==> config.mk <==
export PLATFORM = sky130hd
export DESIGN_NAME = vrf_wb_arbiter
export DESIGN_NICKNAME = d
export VERILOG_FILES = /design/src/rtl/vrf_pkg.sv /design/src/rtl/rr_arbiter.sv /design/src/rtl/vrf_wb_arbiter.sv
export SDC_FILE = /design/constraint.sdc
export NUM_CORES = 1
export LEC_CHECK = 0
export CAP_MARGIN = 20
export CORE_MARGIN = 5
export CORE_UTILIZATION = 39
export CTS_BUF_LIST = sky130_fd_sc_hd__clkbuf_4 sky130_fd_sc_hd__clkbuf_8 sky130_fd_sc_hd__clkbuf_16
export DETAILED_ROUTE_END_ITERATION = 7
export PLACE_DENSITY = 0.81
export RECOVER_POWER = 25
export SLEW_MARGIN = 30
export SYNTH_ARGS = -nofsm -noshare
export SYNTH_HDL_FRONTEND = slang
export SYNTH_HIERARCHICAL = 1
export SYNTH_SLANG_ARGS = --single-unit
==> constraint.sdc <==
create_clock -name clk -period 3.79 [get_ports clk]
set_input_delay 0.5685 -clock clk [delete_from_list [all_inputs] [get_ports clk]]
set_output_delay 0.5685 -clock clk [all_outputs]
set_load 0.02 [all_outputs]
==> src/rtl/vrf_pkg.sv <==
// Shared types and sizes for the vector register file write-back path.
package vrf_pkg;
  localparam int LANES = 3;
  localparam int WIDTH = 18;
  localparam int NREG  = 16;

  typedef logic [LANES-1:0][WIDTH-1:0] vec_t;
  typedef logic [3:0]                  vreg_t;

  localparam vreg_t VREG_R15 = 4'd15;
endpackage

==> src/rtl/rr_arbiter.sv <==
// Round-robin arbiter: search starts at ptr, pointer moves past the winner.
module rr_arbiter #(
  parameter  int N  = 3,
  localparam int IW = (N > 1) ? $clog2(N) : 1
) (
  input  logic          clk,
  input  logic          rst,
  input  logic [N-1:0]  valid,
  output logic [N-1:0]  grant,
  output logic [IW-1:0] grant_idx
);

  logic [IW-1:0] ptr;
  logic [IW:0]   cand;
  logic          found;

  // Nothing is granted while reset is held, so no transfer can start then.
  always_comb begin
    grant     = '0;
    grant_idx = '0;
    found     = 1'b0;
    cand      = '0;
    for (int k = 0; k < N; k++) begin
      cand = {1'b0, ptr} + (IW+1)'(k);
      if (cand >= (IW+1)'(N)) cand = cand - (IW+1)'(N);
      if (rst && !found && valid[cand[IW-1:0]]) begin
        found     = 1'b1;
        grant_idx = cand[IW-1:0];
      end
    end
    if (found) grant[grant_idx] = 1'b1;
  end

  always_ff @(posedge clk) begin
    if (!rst) begin
      ptr <= '0;
    end else if (found) begin
      ptr <= (grant_idx == IW'(N-1)) ? '0 : grant_idx + IW'(1);
    end
  end

endmodule

==> src/rtl/vrf_wb_arbiter.sv <==
// Write-back arbiter for the vector regfile plus a pending-write scoreboard.
// Handshake: a requester transfers on a cycle where req_valid[i] && req_ready[i].
module vrf_wb_arbiter
  import vrf_pkg::*;
#(
  parameter int NREQ = 3
) (
  input  logic                 clk,
  input  logic                 rst,
  input  logic [NREQ-1:0]      req_valid,
  output logic [NREQ-1:0]      req_ready,
  input  vreg_t [NREQ-1:0]     req_addr,
  input  vec_t  [NREQ-1:0]     req_data,
  output logic                 we3,
  output vreg_t                wa3,
  output vec_t                 wd3,
  input  logic                 issue_valid,
  input  vreg_t                issue_addr,
  output logic                 issue_ready,
  input  vreg_t                ra1,
  input  vreg_t                ra2,
  output logic                 hazard,
  output logic [NREG-1:0]      pending,
  output logic                 err_r15
);

  localparam int IW = $clog2(NREQ);

  logic [IW-1:0]   grant_idx;
  logic            xfer;
  vreg_t           g_addr;
  vec_t            g_data;
  logic [NREG-1:0] pend_nxt;

  rr_arbiter #(.N(NREQ)) u_arb (
    .clk       (clk),
    .rst       (rst),
    .valid     (req_valid),
    .grant     (req_ready),
    .grant_idx (grant_idx)
  );

  assign xfer   = |req_ready;
  assign g_addr = req_addr[grant_idx];
  assign g_data = req_data[grant_idx];

  // A WAW issue slips in only during the cycle the older write retires.
  assign issue_ready = rst && (!pending[issue_addr] || (we3 && wa3 == issue_addr));
  assign hazard = (ra1 != VREG_R15 && pending[ra1]) ||
                  (ra2 != VREG_R15 && pending[ra2]);

  // Clear first, then set, so a same-cycle set on the retiring register wins.
  always_comb begin
    pend_nxt = pending;
    if (we3) pend_nxt[wa3] = 1'b0;
    if (issue_valid && issue_ready && issue_addr != VREG_R15) pend_nxt[issue_addr] = 1'b1;
  end

  always_ff @(posedge clk) begin
    if (!rst) begin
      we3     <= 1'b0;
      wa3     <= '0;
      wd3     <= '0;
      err_r15 <= 1'b0;
      pending <= '0;
    end else begin
      we3     <= xfer && (g_addr != VREG_R15);
      err_r15 <= xfer && (g_addr == VREG_R15);
      if (xfer && g_addr != VREG_R15) begin
        wa3 <= g_addr;
        wd3 <= g_data;
      end
      pending <= pend_nxt;
    end
  end

endmodule

==> results of run 1 <==
[worst min path at each step]
stage	start	endpoint	slack, ns	cells past startpoint
final	wd3[46]	wd3[46]	0.49	1
after global routing	wd3[46]	wd3[46]	0.51	1
after CTS	wd3[49]	wd3[49]	0.50	1
after detailed placement	wd3[49]	wd3[49]	0.49	1
after global placement	wd3[38]	wd3[38]	0.48	1
after floorplan	u_arb/ptr[0]	u_arb/ptr[0]	0.51	1
[layout make-up]
type / instances / area, µm²
multi-input combinational: 360 / 3080
clock buffer: 12 / 254
timing repair buffer: 282 / 2820
inverter: 3 / 11.3
sequential: 78 / 1560
tap: 172 / 215
clock inverter: 2 / 10.0
fill: 1059 / 4570
[metal layers]
metal | track usage (%) | vias to the layer above
met1 | 23.1 | 2387
met3 | 6.31 | 40
met2 | 40.1 | 232
li1 | - | 2388
met4 | 8.26 | 0
met5 | 0 | -
[power groups by stage]
stage	Combinational (mW)	Clock [mW]	Sequential, mW
finish	3.09	0.773	1.42
global route	3.29	0.818	1.46
CTS	3.18	0.787	1.42
detailed placement	3.16	0	1.43
global placement	3.09	0	1.42
floorplan	1.61	0	1.79
[critical path, cell delays in order (launching register included)]
cell,delay (ns)
dfxtp_1,0.38
inv_1,0.08
ha_1,0.39
nor2b_1,0.17
o2111ai_1,0.42
a21oi_2,0.13
nor4b_2,0.45
clkdlybuf4s50_1,0.69
[per-stage QoR]
stage	util [%]	power (mW)
global route	63.5	5.58
floorplan	-	3.40
CTS	63.5	5.39
global placement	61.4	4.51
finish	63.5	5.28
detailed placement	61.4	4.60
[cells by family (layout without fill, tap and decap cells)]
kind of cell / after synthesis / after routing / synth area share [%]
AO/OA/AOI/OAI: 170 / 170 / 30.7
XOR/XNOR: 4 / 4 / 0.863
adder cells (fa/ha/maj): 4 / 4 / 1.02
buffers and inverters: 49 / 299 / 6.42
flip-flops: 78 / 78 / 31.7
multiplexers: 81 / 81 / 18.8
AND/OR/NAND/NOR: 101 / 101 / 10.5
[registers in the layout (all words and copies together) (netlist names)]
name / cells
we3: 1
err_r15: 1
wd3: 54
u_arb/ptr: 2
wa3: 4
pending: 16
[cell usage in the layout, fill, tap and decap left out, types with 3 or more instances in the layout]
| cell type | instances |
|---|---|
| clkdlybuf4s50_1 | 233 |
| o211ai_1 | 56 |
| buf_4 | 7 |
| o21ai_1 | 8 |
| mux4_2 | 9 |
| nand3_1 | 3 |
| o211a_1 | 56 |
| nand3b_1 | 4 |
| o31ai_1 | 6 |
| nor2_1 | 3 |
| o211ai_2 | 11 |
| nor2b_1 | 4 |
| o221a_1 | 4 |
| o311ai_0 | 4 |
| nand2_1 | 67 |
| inv_1 | 3 |
| o22ai_1 | 3 |
| dlygate4sd3_1 | 38 |
| dfxtp_1 | 78 |
| clkbuf_16 | 9 |
| o21ai_0 | 3 |
| ha_1 | 4 |
| mux2i_1 | 71 |
==> metrics.md, run 1 <==
| Metric | Value |
|---|---|
| Outcome | finished with violations |
| Failing checks | capacitance limit, slew limit |
| Die area | 15000 µm² |
| GRT Util Overall | 21.7% |
| RSZ-0062 raised after global routing | no |
| Sequential element share of the synthesized area | 31.7% |
| Crit. Startpoint | u_arb/ptr[0] |
| Setup crit end | req_ready[0] |
| Max cap viols | 1 |
| Routed WL | 16900 µm |
| Core Region | 12500 µm² |
| P per Cell Area | 664 nW/µm² |
| Post-CTS Setup Bufs | 0 |
| Vias | 5047 |
| Final setup vio count | 0 |
| Routability Congestion | 0.921 |
| Synth top area share | 31.7% |
| Post-synth top cells | 78 x dfxtp_1, 71 x mux2i_1, 67 x nand2_1 |
| Clock Power Share | 14.7% |
| Clk_lat worst skew | 0.32 ns |
| Crit path DAT | 3.02 ns |
| TritonCTS Buffers | 9 |
| Psw | 2.21 mW |
| Root buf cell | clkbuf_16 |
| Final worst-path cycle share | 94.6% |
| Worst rel slew slack | -14.4% |
| Cell row count | 41 |
| CTS-repair resized insts | 0 |
| Post-DP Area | 7690 µm² |
| Reg2Reg Launch Point | u_arb/ptr[1] |
| Initial Utilization | 39.4% |
| Max Used Layer | met4 |
| Crit path time final | 3.58 ns |
| R2R cell count | 12 |
| Final instance area | 7950 µm² |
| Worst min-delay path category | reg2reg |
| Crit path capture type | primary output |
| Synth Warn # | 6 |
| # IOs | 273 |
| Met2 wire length | 8740 µm |
| Critical Path RT | 3.22 ns |
| Leak Pwr | 3.26 nW |
| Die height | 122 µm |
| Die W | 122 µm |
| Post-Place Worst Slack | 0.191 ns |
| CP Class | reg2out |
| Avg Inst Size Synth | 10.1 µm² |
| Clock Tree Buf Depth | 2 |
| Synth Register Bits | 78 |
| Hold_buf cts | 0 |
| Slew Limit Fails | 86 |
| Largest net degree at the start of global routing | 86 |
| DR iter-0 viols | 343 |
| Post-synth cell types | 63 |
| Count leader, synth | dfxtp_1 |
| R2R Path End | wd3[9] |
| GR Overflow Total | 0 |
| Final hold violations | 0 |
| Antenna Cells | 0 |
| Post-synth EDFFs | 0 |
| Sequential share of power | 26.8% |
| ANT nets after route | 0 |
| WL per Instance | 18.6 µm |
| Share of cells above drive strength 1 | 9.23% |
| Final HPWL DP | 13200 µm |
| Vias per inst | 5.55 |
| Actual slew at the worst max-slew pin | 1.72 ns |
| Asr flop ratio synth | 0% |
| M1 WL | 6220 µm |
| Fin nets | 930 |
| Clock H-tree levels | 3 |
| VDD IR max | 0.514 mV |
| Area Growth Syn to Fin | 61.2% |
| Logic gate share of total power | 58.5% |
| Max FO, Critical Path | 7 |
| Initial antenna violation count | 0 |
| Max Fclk | 0.279 GHz |
| Setup TNS | 0 ns |
| Pre-antenna DRT Iters | 4 |
| First-pass GRT wire length | 26000 µm |
| Sink Count | 78 |
| R2R setup slack | 0.48 ns |
| Port Buf Inserts | 272 |
| Main synth FF type | dfxtp_1 |
| TritonCTS clock tree | done |
| DRC Markers | 0 |
| Yosys top cell by area | dfxtp_1 |
| Synth Instances | 487 |
| Final worst slack | 0.205 ns |
| Mapped Area | 4930 µm² |
| Worst-path clk slew | 0.06 ns |
| Post-Syn Nets | 683 |
| Setup Skew | 0.00287 ns |
| Vias in the first global route | 5289 |
| Final std cells w/o fill | 909 |
| Switching Share | 41.8% |
| WL met3 | 1500 µm |
| Crit path launch type | flip-flop |
| Cell-internal power | 3.07 mW |
| Placed Instances | 895 |
| WHS | 0.492 ns |
| Dominant cells by area after synthesis | dfxtp_1 32%, mux2i_1 14%, o211a_1 11% |
No activity file was read; power rests on OpenSTA's default activity.
==> run 2, diff against run 1 <==
Settings changed: CTS_CLUSTER_DIAMETER set to 80.
==> results of run 2 <==
No change in the layout: final DEF, timing and power equal those of run 1.
